===== src/rtl/i2c_mon_pkg.sv =====
// Shared I2C monitor definitions: filter defaults, bus state and event payload.
// Imported by the line filter and by the downstream i2c_monitor.
package i2c_mon_pkg;

  localparam int unsigned SYNC_STAGES_DEF   = 2;
  localparam int unsigned STABLE_CYCLES_DEF = 64;

  typedef enum logic {
    BUS_IDLE = 1'b0,
    BUS_BUSY = 1'b1
  } bus_state_e;

  typedef struct packed {
    logic scl_rise;
    logic scl_fall;
    logic start_det;
    logic rstart_det;
    logic stop_det;
  } line_evt_t;

  // Debounce counter width; it only has to hold STABLE_CYCLES-1.
  function automatic int unsigned cnt_width(input int unsigned stable);
    return (stable < 2) ? 1 : $clog2(stable);
  endfunction

endpackage


===== src/rtl/i2c_debounce.sv =====
// Synchronizer plus debounce for one raw I2C pin; the level only moves after
// the synced pin has differed from it for STABLE_CYCLES consecutive clocks.
module i2c_debounce
  import i2c_mon_pkg::*;
#(
  parameter int unsigned SYNC_STAGES   = SYNC_STAGES_DEF,
  parameter int unsigned STABLE_CYCLES = STABLE_CYCLES_DEF
) (
  input  logic clk,
  input  logic rst_n,
  input  logic pin_i,
  output logic level_o
);

  localparam int unsigned     CNT_W   = cnt_width(STABLE_CYCLES);
  localparam logic [CNT_W-1:0] CNT_MAX = CNT_W'(STABLE_CYCLES - 1);

  logic [SYNC_STAGES-1:0] sync_q, sync_d;
  logic [CNT_W-1:0]       cnt_q, cnt_d;
  logic                   level_q, level_d;
  logic                   synced;

  assign sync_d = {sync_q[SYNC_STAGES-2:0], pin_i};
  assign synced = sync_q[SYNC_STAGES-1];

  // Counter runs only while synced and filtered disagree; any agreement clears it.
  always_comb begin
    cnt_d   = '0;
    level_d = level_q;
    if (synced != level_q) begin
      if (cnt_q == CNT_MAX) begin
        level_d = synced;
      end else begin
        cnt_d = cnt_q + CNT_W'(1);
      end
    end
  end

  always_ff @(posedge clk or negedge rst_n) begin
    if (!rst_n) begin
      sync_q  <= '1;
      cnt_q   <= '0;
      level_q <= 1'b1;
    end else begin
      sync_q  <= sync_d;
      cnt_q   <= cnt_d;
      level_q <= level_d;
    end
  end

  assign level_o = level_q;

endmodule


===== src/rtl/i2c_line_filter.sv =====
// Filtered SDA/SCL levels with registered SCL edge and START/STOP condition
// pulses, plus bus-busy tracking.
module i2c_line_filter
  import i2c_mon_pkg::*;
#(
  parameter int unsigned SYNC_STAGES   = SYNC_STAGES_DEF,
  parameter int unsigned STABLE_CYCLES = STABLE_CYCLES_DEF
) (
  input  logic clk,
  input  logic rst,
  input  logic SDA_GPIO,
  input  logic SCL_GPIO,
  output logic sda_f,
  output logic scl_f,
  output logic scl_rise,
  output logic scl_fall,
  output logic start_det,
  output logic rstart_det,
  output logic stop_det,
  output logic bus_busy
);

  logic       sda_lvl, scl_lvl;
  logic       sda_prev_q, scl_prev_q;
  logic       sda_chg, scl_chg;
  bus_state_e state_q, state_d;
  line_evt_t  evt_q, evt_d;

  i2c_debounce #(
    .SYNC_STAGES  (SYNC_STAGES),
    .STABLE_CYCLES(STABLE_CYCLES)
  ) u_sda_filt (
    .clk    (clk),
    .rst_n  (rst),
    .pin_i  (SDA_GPIO),
    .level_o(sda_lvl)
  );

  i2c_debounce #(
    .SYNC_STAGES  (SYNC_STAGES),
    .STABLE_CYCLES(STABLE_CYCLES)
  ) u_scl_filt (
    .clk    (clk),
    .rst_n  (rst),
    .pin_i  (SCL_GPIO),
    .level_o(scl_lvl)
  );

  assign sda_chg = sda_lvl ^ sda_prev_q;
  assign scl_chg = scl_lvl ^ scl_prev_q;

  // Conditions need SDA to move under a steady-high SCL; a coincident SCL edge wins.
  always_comb begin
    state_d          = state_q;
    evt_d            = '0;
    evt_d.scl_rise   = scl_lvl & ~scl_prev_q;
    evt_d.scl_fall   = ~scl_lvl & scl_prev_q;
    if (sda_chg && !scl_chg && scl_lvl) begin
      if (!sda_lvl) begin
        if (state_q == BUS_IDLE) begin
          evt_d.start_det = 1'b1;
          state_d         = BUS_BUSY;
        end else begin
          evt_d.rstart_det = 1'b1;
        end
      end else begin
        evt_d.stop_det = 1'b1;
        state_d        = BUS_IDLE;
      end
    end
  end

  always_ff @(posedge clk or negedge rst) begin
    if (!rst) begin
      sda_prev_q <= 1'b1;
      scl_prev_q <= 1'b1;
      state_q    <= BUS_IDLE;
      evt_q      <= '0;
    end else begin
      sda_prev_q <= sda_lvl;
      scl_prev_q <= scl_lvl;
      state_q    <= state_d;
      evt_q      <= evt_d;
    end
  end

  assign sda_f      = sda_lvl;
  assign scl_f      = scl_lvl;
  assign scl_rise   = evt_q.scl_rise;
  assign scl_fall   = evt_q.scl_fall;
  assign start_det  = evt_q.start_det;
  assign rstart_det = evt_q.rstart_det;
  assign stop_det   = evt_q.stop_det;
  assign bus_busy   = (state_q == BUS_BUSY);

endmodule


===== config.mk =====
export PLATFORM = sky130hd
export DESIGN_NAME = i2c_line_filter
export DESIGN_NICKNAME = d
export VERILOG_FILES = /design/src/rtl/i2c_mon_pkg.sv /design/src/rtl/i2c_debounce.sv /design/src/rtl/i2c_line_filter.sv
export SDC_FILE = /design/constraint.sdc
export NUM_CORES = 1
export LEC_CHECK = 0
export BUFFER_PORTS_ARGS = -buffer_cell sky130_fd_sc_hd__buf_4
export CAP_MARGIN = 0
export CELL_PAD_IN_SITES_DETAIL_PLACEMENT = 1
export CELL_PAD_IN_SITES_GLOBAL_PLACEMENT = 2
export CORE_AREA = 2 2 49 62
export CTS_BUF_LIST = sky130_fd_sc_hd__clkbuf_4 sky130_fd_sc_hd__clkbuf_8
export DETAILED_ROUTE_END_ITERATION = 16
export DIE_AREA = 0 0 51 64
export GPL_ROUTABILITY_DRIVEN = 0
export PLACE_DENSITY = 0.84
export SYNTH_ARGS = -nofsm -noshare
export SYNTH_HDL_FRONTEND = slang
export SYNTH_SLANG_ARGS = --single-unit

===== constraint.sdc =====
create_clock -name clk -period 2 [get_ports clk]
set_input_delay 0.4 -clock clk [delete_from_list [all_inputs] [get_ports clk]]
set_output_delay 0.4 -clock clk [all_outputs]
set_load 0.05 [all_outputs]

==> impl_results.md, run 1 <==
* Initial core utilization at roughly two fifths
* Synth Area per Inst at approximately 12 um2
* Maximum root-to-sink buffer count at 2
* Yosys top cell area share at around 44%
* Most common cell in the netlist: dfrtp_1
* # port buffers at 11
* Switching power at between 0.00015 and 0.0002 W
* Worst-path cell chain: buf_4
* Ys async rst share at 100%
* PnR worst setup slack at around 0.42 ns
* DR DRC count at 0
* TritonCTS clock tree: built
* Post-DP HPWL at between 1000 and 1500 um
* Horiz. Die Dim at just over 50 um
* Die area at between 3000 and 4000 um2
* DR vias/cell at around 4.8
* Layout cells sized above 1 at between 20% and 30%
* WP depth at 1
* Relative slew slack at 70.5%
* Crit path capture: scl_f
* RSZ-0062 raised after global routing: false
* Antenna Nets Post-Route at 0
* Status: complete, no violations
* Critical path's slowest cell: dfstp_2
* Area growth, synth to finish at 15.8%
* Final WL at roughly 1800 um
* XOR/XNOR Fraction of Synth Area at roughly 8%
* P per Cell Area at between 700 and 800 nW/um2
* Row count at 21
* Logic pwr share at 4.8%
* Pre-CTS setup slack at approximately 0.53 ns
* Wire length per cell at between 10 and 15 um
* Cells after synthesis at 82
* Core Region at between 2000 and 3000 um2
* Hold Slack at approximately 0.19 ns
* Synth area leader: dfrtp_1
* FMAX at roughly 630 MHz
* Post-Syn Area at 1010 um2
* CTS Hold Buffers Added at 1
* Crit path DAT at around 1.2 ns
* Post-CTS Setup Repair Bufs at 0
* FF-to-FF setup slack at approximately 0.52 ns
* FF-to-FF End: bus_busy
* Max-capacitance violation count at 0
* Synth unique cells at 21
* Final core occ at between 40 and 50%
* Buffers and inverters on the worst path at 1
* Fin crit share at about four fifths
* Die H at around 64 um
* CP Capture Type: output pin
* Leakage power at around 0.52 nW
* Minimum clock period at roughly 1.6 ns
* Synth area leaders: dfrtp_1 (44%), dfstp_2 (21%), ha_1 (4.9%)
* Remaining Overflow, GRT at 0
* Largest net degree at the start of global routing at 27
* Peak supply drop at roughly 280 uV
* R2R Path Start: u_scl_filt.level_o
* Post-CTS resize count at 0
* Worst Tran Pin Value at 0.440 ns
* Hold Path Class: input pin to flip-flop
* Post-Route Skew at between 0.004 and 0.005 ns
* Most frequent cells after synthesis: dfrtp_1 (18), nor2_1 (10), dfstp_2 (8)
* Root buffer cell: clkbuf_4
* Most used DFF post-synth: dfrtp_1
* Final Slew Violations at 0
* P_int at roughly 0.00065 W
* Sequential share of power at between 60% and 70%
* Setup TNS at 0 ns
* Compound-Gate Fraction of Synth Area at between 5 and 6%
* Critical Path RT at roughly 1.6 ns
* Vias at ~630
* Post-route cell area at between 1000 and 1500 um2
* Sw Ratio at 21.2%
* Post-synthesis mux area share at 2.22%
* Post-Synth Adder-Cell Area at under 10%
* Clk_lat worst skew at approximately 0.30 ns
* Clk slew on worst S/H paths at roughly 0.13 ns
* Total GRT Usage at roughly 13%
* Vias in the first global route at ~680
* Critical path's top delay family: flip-flops
* Clock Power Share at about 28%
* Diodes inserted at 0
* Syn Nets at 90
* DRT iter0 DRCs at 18
* Pre-antenna DRT Iters at 2
* Placed inst area at about 1100 um2
* Max incr delay on CP at between 0.6 and 0.7 ns
* Critical path type: flip-flop to output pin
* Largest family of logic cells by synthesized area: simple AND/OR/NAND/NOR gates
* Clock sinks at 26
* Ports at 12
* H-tree levels at 1
* First-pass GRT wire length at roughly 3000 um
* Critical Path Start Type: flip-flop
* Total CTS buffers at 3
* Initial antenna violation count at 0
* Post-synthesis simple-gate area fraction at a little over an eighth
* Yosys reg bits at 26
* Worst Setup SP: u_scl_filt.level_o
* Final Hold Viols at 0
* EDFF count, synth at 0
* Worst R2R Path Depth at 5
* Ys Warns at 0
* Worst Path Max Fanout at 10
* Sequential element share of the synthesized area at 65.1%
* Fin nets at roughly 110
* Final Setup Violations at 0
logic make-up after synthesis:
kind of cell,after synthesis
flip-flops,26
AO/OA/AOI/OAI,10
adder cells (fa/ha/maj),4
buffers and inverters,3
XOR/XNOR,9
multiplexers,2
AND/OR/NAND/NOR,28
through the flow:
step | power [W] | instances
finish | 0.000827 | 131
global route | 0.000865 | 131
CTS | 0.000847 | 131
detailed placement | 0.000606 | 126
global placement | 0.000602 | 126
floorplan | 0.000582 | 82
placed cells by master (no fill, tap or decap), drive strengths merged, types with 2 or more instances in the layout:
cell,synthesis,layout
nor3b,2,2
or3,2,2
dfstp,8,8
nor2,10,10
clkbuf,0,4
nand2,5,5
nand3,6,6
ha,4,4
buf,1,11
dfrtp,18,18
xor2,5,5
xnor2,4,4
inv,2,2
a21oi,3,3
o21ai,5,5
mux2,2,2
power by group through the flow:
stage	logic (W)	registers (W)	clock network, W
3_5_place_dp	0.0000403	0.000565	0
3_3_place_gp	0.0000379	0.000564	0
4_1_cts	0.0000418	0.000556	0.000249
5_1_grt	0.0000476	0.000558	0.000259
2_1_floorplan	0.0000200	0.000562	0
6_report	0.0000397	0.000555	0.000232
flip-flops by register name, indices dropped and copies added, names as in the netlist, 2 cells and up:
signal and cells:
u_scl_filt.cnt_q 6, u_sda_filt.cnt_q 6, u_sda_filt.sync_q 2, u_scl_filt.sync_q 2
cell type report:
cell class | count | area (um2)
sequential | 26 | 661
fill | 289 | 1480
clock buffer | 4 | 30.0
timing repair buffer | 12 | 92.6
tap | 34 | 42.5
multi-input combinational | 53 | 342
inverter | 2 | 7.51
how the worst min path moves through the flow:
stage                         from  depth (start not counted)              endpoint
final                     SDA_GPIO                          1  u_sda_filt.sync_q[0]
after global routing      SCL_GPIO                          1  u_scl_filt.sync_q[0]
after CTS                 SCL_GPIO                          1  u_scl_filt.sync_q[0]
after detailed placement       rst                          1   u_scl_filt.cnt_q[4]
after global placement         rst                          1   u_scl_filt.cnt_q[3]
after floorplan                rst                          0              bus_busy
per-layer routing:
metal / part of all wire (%) / up-vias / GRT usage, %
li1: - / 300 / -
met1: 41 / 319 / 14.9
met2: 55 / 7 / 21.8
met3: 2.8 / 2 / 2.57
met4: 0.69 / 0 / 5.74
met5: 0 / - / 0
Note: power is estimated with default switching activity, not from simulation.
==> run 2: changes to the inputs <==
Clock period 2 ns to 1.5 ns, I/O delays scaled along.
==> impl_results.md, run 2 (synthesis gave the netlist of run 1 again) <==
* Status: complete, no violations
* Leakage power at 0.556 nW (+7.8%)
* H-tree levels at 1 (unchanged)
* Regs by FF count: u_scl_filt.cnt_q (6), u_sda_filt.cnt_q (6)
* Area growth, synth to finish at 24.5%
* DR DRC count at 0 (unchanged)
* FMAX at 688 MHz
* Largest net degree at the start of global routing at 27 (unchanged)
* CP Capture Type: output pin
* Critical path type: flip-flop to output pin
* Final WL at 1690 um (-3.5%)
* Maximum root-to-sink buffer count at 2 (unchanged)
* Post-route cell area at 1260 um2 (+7.6%)
* P per Cell Area at 1000 nW/um2 (+42%)
* PnR worst setup slack at 0.0475 ns (-0.369 ns)
* RSZ-0062 raised after global routing: true
* Post-Route Skew at 0.00880 ns (+0.00459 ns)
* DR vias/cell at 4.78 (-0.30%)
* Critical Path Start Type: flip-flop
* Commonest non-fill, non-tap cell in the layout: dfrtp_1
* Diodes inserted at 0 (unchanged)
* Minimum clock period at 1.45 ns
* Clk_lat worst skew at 0.31 ns (about the same)
* Final Setup Violations at 0 (unchanged)
* Vias in the first global route at 665 (-2.8%)
* # port buffers at 11 (unchanged)
* Die area at 3260 um2 (unchanged)
* Horiz. Die Dim at 51 um (unchanged)
* First-pass GRT wire length at 2890 um (-6.3%)
* Antenna Nets Post-Route at 0 (unchanged)
* Post-route insts no fill at 136 (+3.8%)
* Initial antenna violation count at 0 (unchanged)
* Final Hold Viols at 0 (unchanged)
* Total CTS buffers at 3 (unchanged)
* Root buffer cell: clkbuf_4
* Total GRT Usage at 12.1% (-0.59 points)
* DRT iter0 DRCs at 8 (-10)
* Ports at 12 (unchanged)
* Fin crit share at 96.8%
* Critical Path RT at 1.20 ns (-0.40 ns)
* Routed wl met3 at 42 um (-14%)
* Peak supply drop at 477 uV (+71%)
* Vias at 650 (+3.5%)
* Pre-CTS setup slack at 0.177 ns (-0.353 ns)
* Final Slew Violations at 0 (unchanged)
* Wire length per cell at 12.4 um (-7.0%)
* Worst Tran Pin Value at 0.384 ns (-0.0553 ns)
* Max-capacitance violation count at 0 (unchanged)
* Remaining Overflow, GRT at 0 (unchanged)
* Top Layer Used: met4
* Hold Path Class: input pin to flip-flop
* Crit path DAT at 1.15 ns (-0.03 ns)
* Worst Path Max Fanout at 6 (-4)
* Layout cells sized above 1 at 33.3% (+6.5 points)
* Core Region at 2650 um2 (unchanged)
* Placed inst area at 1160 um2 (+2.4%)
* Fin nets at 111 (+4.7%)
* M1 WL at 730 um (+0.69%)
* Post-DP HPWL at 1220 um (-7.3%)
* Pre-antenna DRT Iters at 2 (unchanged)
* Final-layout fill cell count at 293 (+1.4%)
* Die H at 64 um (unchanged)
* TritonCTS clock tree: built
* Commonest cells after routing, fill and taps aside: dfrtp_1 (18), buf_4 (14), nor2_1 (10)
* Row count at 21 (unchanged)
* Clock sinks at 26 (unchanged)
* Clk slew on worst S/H paths at 0.14 ns (about the same)
* Initial core utilization at 38.2% (unchanged)
* Dpl cells at 128 (+1.6%)
* Hold path depth at 1 (unchanged)
* Worst R2R Path Depth at 4 (-1)
* Relative slew slack at 74.1% (+3.6 points)
* Met2 WL at 905 um (-6.0%)
[run 2: area by class of cell]
type | count | area, um2 | area share, %
clock buffer | 3 | 22.5 | 1.78
clock inverter | 1 | 30.0 | 2.38
inverter | 2 | 7.51 | 0.594
multi-input combinational | 53 | 359 | 28.4
sequential | 26 | 661 | 52.3
tap | 34 | 42.5 | 3.37
timing repair buffer | 17 | 141 | 11.2
[run 2: path summary, 6_finish.rpt]
check / from / endpoint / slack (ns)
worst max-delay path: u_scl_filt.level_o / scl_f / 0.05
worst min-delay path: SCL_GPIO / u_scl_filt.sync_q[0] / 0.07
worst max register to register: u_scl_filt.level_o / u_scl_filt.cnt_q[5] / 0.12
worst min register to register: u_sda_filt.sync_q[0] / u_sda_filt.sync_q[1] / 0.37
max in group asynchronous: rst / u_sda_filt.level_o / 0.81
min in group asynchronous: rst / u_scl_filt.cnt_q[4] / 0.41
[run 2: timing repair]
item                                   in CTS  in global routing
hold buffers                                1                  0
buffers inserted                            1                  2
setup endpoints to repair                   1                  2
endpoints found under the hold margin      18                  0
resized for setup                           1                  3
[run 2: power by group]
group | switching [W] | total (W) | leakage, nW | internal, W
Clock | 0.000199 | 0.000469 | 0.0279 | 0.000270
Sequential | 0.0000158 | 0.000740 | 0.330 | 0.000725
Combinational | 0.0000296 | 0.0000545 | 0.198 | 0.0000249
Total | 0.000244 | 0.00126 | 0.556 | 0.00102
[run 2: worst max-delay path: stages, from the launching register on]
cell     delay, ns
dfstp_2       0.57
buf_6         0.12
buf_8         0.14
[run 2: through the flow]
step / power, W / utilization, % / setup TNS [ns] / hold slack, ns
after global placement: 0.000804 / 43.8 / 0 / 0.219
after floorplan: 0.000776 / - / -0.0209 / 0.00441
after global routing: 0.00132 / 47.6 / -0.0134 / 0.0357
after detailed placement: 0.000808 / 43.8 / 0 / 0.228
after CTS: 0.00129 / 46.6 / 0 / 0.0557
final: 0.00126 / 47.6 / 0 / 0.0711
[run 2: layer usage]
layer,track usage [%],up-vias
met1,15.4,331
met2,19.5,6
met4,5.07,0
li1,-,311
met5,0,-
met3,2.80,2
==> run 3: changes to the inputs <==
Clock period 1.5 ns to 1.4 ns, I/O delays scaled along.
==> impl_results.md, run 3 (synthesis gave the netlist of run 1 again) <==
* Status: complete, no violations
* Hold Path Class: input pin to flip-flop
* Pre-antenna DRT Iters at 3 (+1)
* Critical Path Start Type: flip-flop
* Sequential share of power at 58.0% (-0.6 points)
* Minimum clock period at roughly 1.4 ns
* Logic pwr share at 4.7% (+0.4 points)
* PnR worst setup slack at 0.0227 ns (-0.0248 ns)
* Core Region at 2650 um2 (unchanged)
* Final core occ at 47.9% (+0.24 points)
* Layout cells sized above 1 at 35.0% (+1.6 points)
* Diodes inserted at 0 (unchanged)
* Antenna Nets Post-Route at 0 (unchanged)
* RSZ-0062 raised after global routing: true
* Post-DP HPWL at 1290 um (+6.0%)
* Final WL at 1760 um (+4.1%)
* Buffers and inverters on the worst path at 1 (-1)
* Critical Path RT at 1.12 ns (-0.08 ns)
* Total GRT Usage at 13.0% (+0.89 points)
* Clock sinks at 26 (unchanged)
* Vias in the first global route at 761 (+14%)
* Horiz. Die Dim at 51 um (unchanged)
* TritonCTS clock tree: built
* Initial antenna violation count at 0 (unchanged)
* Row count at 21 (unchanged)
* Peak supply drop at 507 uV (+6.5%)
* Vias at 643 (-1.1%)
* FF-to-FF setup slack at 0.08 ns (-0.04 ns)
* # port buffers at 11 (unchanged)
* Remaining Overflow, GRT at 0 (unchanged)
* Worst Path Max Fanout at 5 (-1)
* Worst Tran Pin Value at 0.345 ns (-0.0397 ns)
* Root buffer cell: clkbuf_4
* FMAX at just over 700 MHz
* Ports at 12 (unchanged)
* Maximum root-to-sink buffer count at 2 (unchanged)
* Switching power at 0.000269 W (+10%)
* Clk_lat worst skew at 0.31 ns (about the same)
* Critical path's top delay family: flip-flops
* Tot Pwr at 0.00136 W (+7.9%)
* DR DRC count at 0 (unchanged)
* Initial core utilization at 38.2% (unchanged)
* Fin crit share at a little over nine tenths
* Sw Ratio at 19.7% (+0.41 points)
* Critical path's slowest cell: dfstp_2
* Wire length per cell at 12.8 um (+3.4%)
* Clk slew on worst S/H paths at 0.14 ns (about the same)
* H-tree levels at 1 (unchanged)
* First-pass GRT wire length at 3120 um (+7.9%)
* Die area at 3260 um2 (unchanged)
* Final Slew Violations at 0 (unchanged)
* DR vias/cell at 4.69 (-1.8%)
* Final Hold Viols at 0 (unchanged)
* Area growth, synth to finish at 25.2%
* Die H at 64 um (unchanged)
* Max-capacitance violation count at 0 (unchanged)
* Pre-CTS setup slack at 0.118 ns (-0.0592 ns)
* Critical path type: flip-flop to output pin
* Max incr delay on CP at 0.62 ns (+0.05 ns)
* Commonest non-fill, non-tap cell in the layout: dfrtp_1
* Total CTS buffers at 3 (unchanged)
* CP Capture Type: output pin
* Final Setup Violations at 0 (unchanged)
* Clock Power Share at 37.3% (+0.2 points)
* Leakage power at 0.559 nW (+0.51%)
* Relative slew slack at 76.8% (+2.7 points)
* Setup TNS at 0 ns (unchanged)
* P per Cell Area at 1070 nW/um2 (+7.4%)
* P_int at 0.00109 W (+7.4%)
* Regs by FF count: u_scl_filt.cnt_q (6), u_sda_filt.cnt_q (6)
* DRT iter0 DRCs at 2 (-6)
* Worst-path cell chain: buf_8
* Fin nets at 112 (+0.90%)
* Post-Route Skew at 0.00385 ns (-0.00495 ns)
* Crit path DAT at 1.10 ns (-0.05 ns)
* Commonest cells after routing, fill and taps aside: dfrtp_1 (18), buf_4 (16), nor2_1 (10)
* Hold Slack at 0.0506 ns (-0.0205 ns)
* Largest net degree at the start of global routing at 27 (unchanged)
-- run 3: changes by cell type in the layout (fill, tap and decap cells not counted) --
cell / change
buf_4: +2
nand2_1: -1
buf_6: -1
nand2_2: +1
-- run 3: final timing paths --
check / start / to / depth (start not counted)
worst min-delay path: SDA_GPIO / u_sda_filt.sync_q[0] / 1
worst max register to register: u_scl_filt.level_o / start_det / 4
worst max-delay path: u_scl_filt.level_o / scl_f / 1
max in group asynchronous: rst / scl_prev_q / 2
worst min register to register: u_scl_filt.sync_q[0] / u_scl_filt.sync_q[1] / 0
min in group asynchronous: rst / u_scl_filt.cnt_q[3] / 2
-- run 3: what timing repair did --
item | in CTS | in global routing
gates resized for setup | 1 | 2
endpoints found under the setup margin | 2 | 1
hold endpoints to repair | 18 | 0
hold buffers | 1 | 0
buffers inserted | 2 | 1
-- run 3: layout make-up --
type	instances	area [um2]
Multi-Input combinational cell	53	362
Clock inverter	1	30.0
Clock buffer	3	22.5
Sequential cell	26	661
Inverter	2	7.51
Fill cell	293	1380
Timing Repair Buffer	18	145
Tap cell	34	42.5
-- run 3: worst reg2reg max path: stages (launching register included) --
cell,delay (ns)
dfstp_2,0.62
inv_2,0.06
ha_4,0.27
nand3_1,0.10
nor3_1,0.19
-- run 3: layer usage --
metal | GRT usage (%) | vias to the layer above | part of all wire [%]
li1 | - | 315 | -
met1 | 14.0 | 319 | 43
met2 | 23.2 | 7 | 53
met3 | 3.04 | 2 | 3.1
met4 | 6.08 | 0 | 0.85
met5 | 0 | - | 0
-- run 3: stage by stage --
stage | instance area [um2] | cells
6_report | 1270 | 137
5_1_grt | 1270 | 137
4_1_cts | 1250 | 136
2_1_floorplan | 1040 | 82
3_5_place_dp | 1170 | 129
3_3_place_gp | 1170 | 129
-- run 3: power groups by stage --
| stage | combinational (W) | clock, W | sequential, W |
|---|---|---|---|
| 6_report | 0.0000636 | 0.000509 | 0.000792 |
| 5_1_grt | 0.0000745 | 0.000548 | 0.000795 |
| 4_1_cts | 0.0000674 | 0.000525 | 0.000792 |
| 3_5_place_dp | 0.0000637 | 0 | 0.000805 |
| 3_3_place_gp | 0.0000609 | 0 | 0.000804 |
| 2_1_floorplan | 0.0000285 | 0 | 0.000803 |
